--- src/rtl/key_sender_pkg.sv ---
// rtl/key_sender_pkg.sv - shared types, 7-segment patterns and width helper for the key sender
package key_sender_pkg;

    typedef enum logic [2:0] {
        ST_IDLE,
        ST_PRESS,
        ST_GAP,
        ST_WAIT_RESP,
        ST_DONE
    } state_t;

    // Active-low gfedcba patterns, indexed by hex digit 0..F
    localparam logic [0:15][6:0] SEG7_TABLE = '{
        7'b1000000, 7'b1111001, 7'b0100100, 7'b0110000,
        7'b0011001, 7'b0010010, 7'b0000010, 7'b1111000,
        7'b0000000, 7'b0010000, 7'b0001000, 7'b0000011,
        7'b1000110, 7'b0100001, 7'b0000110, 7'b0001110
    };

    function automatic int clog2_min1(input int value);
        int width;
        width = 1;
        while ((32'd1 << width) < value) width = width + 1;
        return width;
    endfunction

endpackage

--- src/rtl/hex_to_seg7.sv ---
// rtl/hex_to_seg7.sv - 4-bit to active-low 7-segment decoder
module hex_to_seg7
    import key_sender_pkg::*;
(
    input  logic [3:0] digit,
    output logic [6:0] seg
);

    assign seg = SEG7_TABLE[digit];

endmodule

--- src/rtl/fsm_key_sender.sv ---
// rtl/fsm_key_sender.sv - replays a stored code as timed b0/b1 presses and reports unlock pass/fail
// Optional abort input enabled by defining KEY_SENDER_ABORT_EN.
module fsm_key_sender
    import key_sender_pkg::*;
#(
    parameter int CODE_LEN       = 4,
    parameter int PRESS_CYCLES   = 4,
    parameter int GAP_CYCLES     = 4,
    parameter int TIMEOUT_CYCLES = 16
) (
    input  logic                clk,
    input  logic                reset_in,
    input  logic                start_in,
    input  logic [CODE_LEN-1:0] code_in,
    input  logic                unlock_in,
`ifdef KEY_SENDER_ABORT_EN
    input  logic                abort_in,
`endif
    output logic                b0_out,
    output logic                b1_out,
    output logic                busy_out,
    output logic                done_out,
    output logic                pass_out,
    output logic [6:0]          hex_display
);

    localparam int SPAN_PG  = (PRESS_CYCLES > GAP_CYCLES) ? PRESS_CYCLES : GAP_CYCLES;
    localparam int MAX_SPAN = (SPAN_PG > TIMEOUT_CYCLES) ? SPAN_PG : TIMEOUT_CYCLES;
    localparam int TW       = clog2_min1(MAX_SPAN);

    localparam logic [TW-1:0] PRESS_LAST   = TW'(PRESS_CYCLES - 1);
    localparam logic [TW-1:0] GAP_LAST     = TW'(GAP_CYCLES - 1);
    localparam logic [TW-1:0] TIMEOUT_LAST = TW'(TIMEOUT_CYCLES - 1);
    localparam logic [3:0]    LEN          = 4'(CODE_LEN);

    state_t              state;
    logic [TW-1:0]       timer;
    logic [CODE_LEN-1:0] code_reg;
    logic [3:0]          count;
    logic [6:0]          next_seg;
    logic                abort_req;

    // Decodes the count the display will show once the current press completes
    hex_to_seg7 u_seg (
        .digit (count + 4'd1),
        .seg   (next_seg)
    );

`ifdef KEY_SENDER_ABORT_EN
    assign abort_req = abort_in &&
                       (state == ST_PRESS || state == ST_GAP || state == ST_WAIT_RESP);
`else
    assign abort_req = 1'b0;
`endif

    always_ff @(posedge clk or negedge reset_in) begin
        if (!reset_in) begin
            state       <= ST_IDLE;
            timer       <= '0;
            code_reg    <= '0;
            count       <= '0;
            b0_out      <= 1'b0;
            b1_out      <= 1'b0;
            busy_out    <= 1'b0;
            done_out    <= 1'b0;
            pass_out    <= 1'b0;
            hex_display <= SEG7_TABLE[0];
        end else begin
            done_out <= 1'b0;
            if (abort_req) begin
                state    <= ST_DONE;
                b0_out   <= 1'b0;
                b1_out   <= 1'b0;
                busy_out <= 1'b0;
                done_out <= 1'b1;
                pass_out <= 1'b0;
            end else begin
                case (state)
                    ST_IDLE: begin
                        if (start_in) begin
                            state       <= ST_PRESS;
                            code_reg    <= code_in;
                            count       <= '0;
                            timer       <= '0;
                            pass_out    <= 1'b0;
                            busy_out    <= 1'b1;
                            hex_display <= SEG7_TABLE[0];
                            b1_out      <= code_in[CODE_LEN-1];
                            b0_out      <= ~code_in[CODE_LEN-1];
                        end
                    end
                    ST_PRESS: begin
                        if (timer == PRESS_LAST) begin
                            state       <= ST_GAP;
                            timer       <= '0;
                            b0_out      <= 1'b0;
                            b1_out      <= 1'b0;
                            count       <= count + 4'd1;
                            hex_display <= next_seg;
                            code_reg    <= code_reg << 1;
                        end else begin
                            timer <= timer + 1'b1;
                        end
                    end
                    ST_GAP: begin
                        if (timer == GAP_LAST) begin
                            timer <= '0;
                            if (count == LEN) begin
                                state <= ST_WAIT_RESP;
                            end else begin
                                state  <= ST_PRESS;
                                b1_out <= code_reg[CODE_LEN-1];
                                b0_out <= ~code_reg[CODE_LEN-1];
                            end
                        end else begin
                            timer <= timer + 1'b1;
                        end
                    end
                    ST_WAIT_RESP: begin
                        if (unlock_in) begin
                            state    <= ST_DONE;
                            pass_out <= 1'b1;
                            done_out <= 1'b1;
                            busy_out <= 1'b0;
                        end else if (timer == TIMEOUT_LAST) begin
                            state    <= ST_DONE;
                            pass_out <= 1'b0;
                            done_out <= 1'b1;
                            busy_out <= 1'b0;
                        end else begin
                            timer <= timer + 1'b1;
                        end
                    end
                    ST_DONE: state <= ST_IDLE;
                    default: state <= ST_IDLE;
                endcase
            end
        end
    end

endmodule
--- config.mk ---
export PLATFORM = sky130hd
export DESIGN_NAME = fsm_key_sender
export DESIGN_NICKNAME = d
export VERILOG_FILES = /design/src/rtl/key_sender_pkg.sv /design/src/rtl/hex_to_seg7.sv /design/src/rtl/fsm_key_sender.sv
export SDC_FILE = /design/constraint.sdc
export NUM_CORES = 1
export LEC_CHECK = 0
export ABC_AREA = 1
export CELL_PAD_IN_SITES_DETAIL_PLACEMENT = 1
export CELL_PAD_IN_SITES_GLOBAL_PLACEMENT = 1
export CORE_MARGIN = 8
export CORE_UTILIZATION = 44
export DETAILED_ROUTE_END_ITERATION = 16
export HOLD_SLACK_MARGIN = 0.05
export PLACE_DENSITY = 0.92
export SLEW_MARGIN = 20
export SYNTH_ARGS = -nofsm -noshare
export SYNTH_HDL_FRONTEND = slang
export SYNTH_HIERARCHICAL = 1
export SYNTH_SLANG_ARGS = --single-unit
--- constraint.sdc ---
create_clock -name clk -period 4.5 [get_ports clk]
set_clock_uncertainty 0.2 [all_clocks]
set_input_delay 0.675 -clock clk [delete_from_list [all_inputs] [get_ports clk]]
set_output_delay 0.675 -clock clk [all_outputs]
set_load 0.03 [all_outputs]
==> qor.yml <==
status:
  status: "complete, no violations"
timing:
  slew_headroom: 0.385
  setup_viol: 0
  finalCritPeriodShare: 0.546
  slew_violations: 0
  layout_min_cycle_time_ps: 2460
  worst_pin_slew_ps: 919
  fmax_mhz: 407
  final_hold_viol_count: 0
  tns_ps: 0
  rsz0062_at_grt: "false"
hold_path:
  hp-class: "flop to flop"
  min_path_cells: 2
power:
  switching_share: 0.508
  intPower_w: 0.000657
  leakage_nw: 1.03
  ir_worst_vdd_uv: 329
  clock_power_share: 0.110
  pwr-share-comb: 0.600
  p_per_area_nw_per_um2: 660
  p_seq_frac: 0.290
  power.net_switching_w: 0.000679
final_layout:
  top_register: "hex_display"
  largest_reg_flops: 7
  fillers: 507
  multiInputGateArea_um2: 921
  seq_area_um2: 677
  area_growth_pct: 14.9
  fin_area_um2: 2030
  drive_gt1_frac: 0.131
  antenna_cells: 0
  fin_nets: 270
floorplanning:
  die_area_um2: 6290
  row_count: 23
  initial_core_util: 0.447
  core_area_um2: 3940
  die_w_um: 79.3
  die_h_um: 79.3
  io_pins: 20
clock_network:
  cts_repair_resize_count: 0
  cts_tree: "yes"
  hold_buffers: 0
  cts_buffers: 3
  clkLatencyLatePin_ps: 280
  clock_path_buffers: 2
  cts_max_level: 1
  postCtsSetupRepairBufs: 0
  cts-root-buf: "clkbuf_8"
  cts.sink_count: 27
  cts.clk_slew.worst_paths_ps: 100
critical_path:
  crit_required_ps: 4520
  cp_cell_sequence: "ha_1 -> xor2_1 -> inv_1 -> nand2_1 -> nand3_1 -> nand2_1 -> nand2_1 -> o21ai_2"
  path_class: "flop to flop"
  crit_fanout: 13
  critical_path_arrival_ps: 2470
  timing.critical_path.buf_inv: 1
  crit_path_max_incr_delay_ps: 710
  critical_path.top_delay_family: "XOR/XNOR gates"
  cp_num_cells: 8
  endpoint_kind: "flop"
  cp_common_cell: "nand2_1"
  r2r_cells: 8
  slowest_stage: "xor2_1"
  crit_path_start_kind: "flop"
synthesis:
  ys.flop_type: "dfrtp_1"
  synth.avg_cell_area_um2: 7.60
  synth_area_leaders: "dfrtp_1, nand2_1, ha_1, inv_1, o21ai_2"
  synth_area_leader_cell: "dfrtp_1"
  synth-seq-cells: 27
  syn_nets: 250
  synth_most_common_cell: "nand2_1"
  yosysUniqueCellTypes: 25
  yosys_warnings: 6
  synth_top_cell_area_share: 0.369
  async_flop_share: 1.00
  synth-edff-count: 0
  synth_common_cells: "nand2_1, inv_1, dfrtp_1"
  seq_area_frac_synth: 0.384
  syn-cell-area_um2: 1760
  syn_inst: 232
placed_design:
  io_buffer_count: 19
  gp_congestion: 0.819
  dp_hpwl_um: 3200
  place_area_um2: 1980
global_route:
  grt_max_degree: 23
  grt_antenna_before_repair: 0
  grt_overflow: 0
  grt_pass1_wl_um: 7530
  grt_use_total: 0.149
  grt_pass1_vias: 1660
route:
  drt_pre_antenna_iters: 4
  dr_total_vias: 1529
  wl_um: 4170
  vias_per_cell: 5.08
  drt_iter0_markers: 98
  drc: 0
  wire_per_inst_um: 13.9
  final_antenna_net_count: 0
run:
  max-cap-violations: 0
-- per-stage QoR --
stage,utilization,hold WS (ps),setup WS [ps],total power [W],std cells
after floorplan,-,179,2620,0.00101,232
after global placement,0.501,263,2290,0.00116,297
after detailed placement,0.501,274,2080,0.00120,297
after CTS,0.514,295,2030,0.00136,301
after global routing,0.514,316,1780,0.00147,301
final,0.514,290,2040,0.00134,301
-- area by class of cell --
type	instances	area share
clock buffers	3	0.0204
clock inverters	1	0.00371
inverters	31	0.0587
multi-input cells	169	0.455
flip-flops and latches	27	0.334
well taps	50	0.0309
repair buffers	20	0.0976
-- cells in the final DEF (no fill, tap or decap) --
cell type and n:
o21ai_1 2, dfrtp_1 26, nand3_1 19, xor2_1 3, nand3_4 1, nor2_4 2, nand2_2 3, inv_4 1
buf_4 1, xnor2_1 1, inv_1 28, nor2_2 2, nor2_1 9, clkbuf_8 3, nand2_1 84, o21bai_1 1
nand2_4 3, o21ai_2 12, inv_2 2, dfstp_2 1, a21oi_2 1, o21ai_0 12, ha_1 10, clkdlybuf4s50_1 19
clkinvlp_4 1, a21oi_1 4
-- final timing paths --
path / end / slack, ps / startpoint
worst max register to register: hex_display[1] / 2040 / count[0]
worst max-delay path: hex_display[1] / 2040 / count[0]
max in group asynchronous: timer[2] / 2750 / reset_in
min in group asynchronous: hex_display[3] / 690 / reset_in
worst min-delay path: b0_out / 290 / b0_out
worst min register to register: b0_out / 290 / b0_out
-- power groups by stage --
stage / clock network, W / logic, W / registers (W)
6_report: 0.000147 / 0.000802 / 0.000388
5_1_grt: 0.000161 / 0.000909 / 0.000401
4_1_cts: 0.000154 / 0.000815 / 0.000389
3_5_place_dp: 0 / 0.000806 / 0.000392
3_3_place_gp: 0 / 0.000768 / 0.000388
2_1_floorplan: 0 / 0.000552 / 0.000456
-- worst reg2reg max path: cells and delay by family, from the launching register on --
kind	cells	cell delay, ps
adder cells (fa/ha/maj)	1	220
AND/OR/NAND/NOR	4	430
XOR/XNOR	1	710
buffers and inverters	1	260
flip-flops	1	420
AO/OA/AOI/OAI	1	130
-- metal layers --
metal,track usage,vias up,wire length (µm)
li1,-,758,-
met3,0.0282,6,151
met2,0.260,21,2110
met4,0.0667,0,74
met5,0,-,0
met1,0.172,744,1840
-- logic make-up (layout without fill, tap and decap cells) --
group / Yosys count / count (layout) / share of synthesized area
DFF: 27 / 27 / 0.384
buffers and inverters: 36 / 55 / 0.0937
adders and majority gates: 10 / 10 / 0.0710
and+or+nand+nor: 123 / 123 / 0.312
AOI/OAI and AO/OA: 32 / 32 / 0.120
xor gates and xnor gates: 4 / 4 / 0.0199
(Power assumes the default switching activity.)
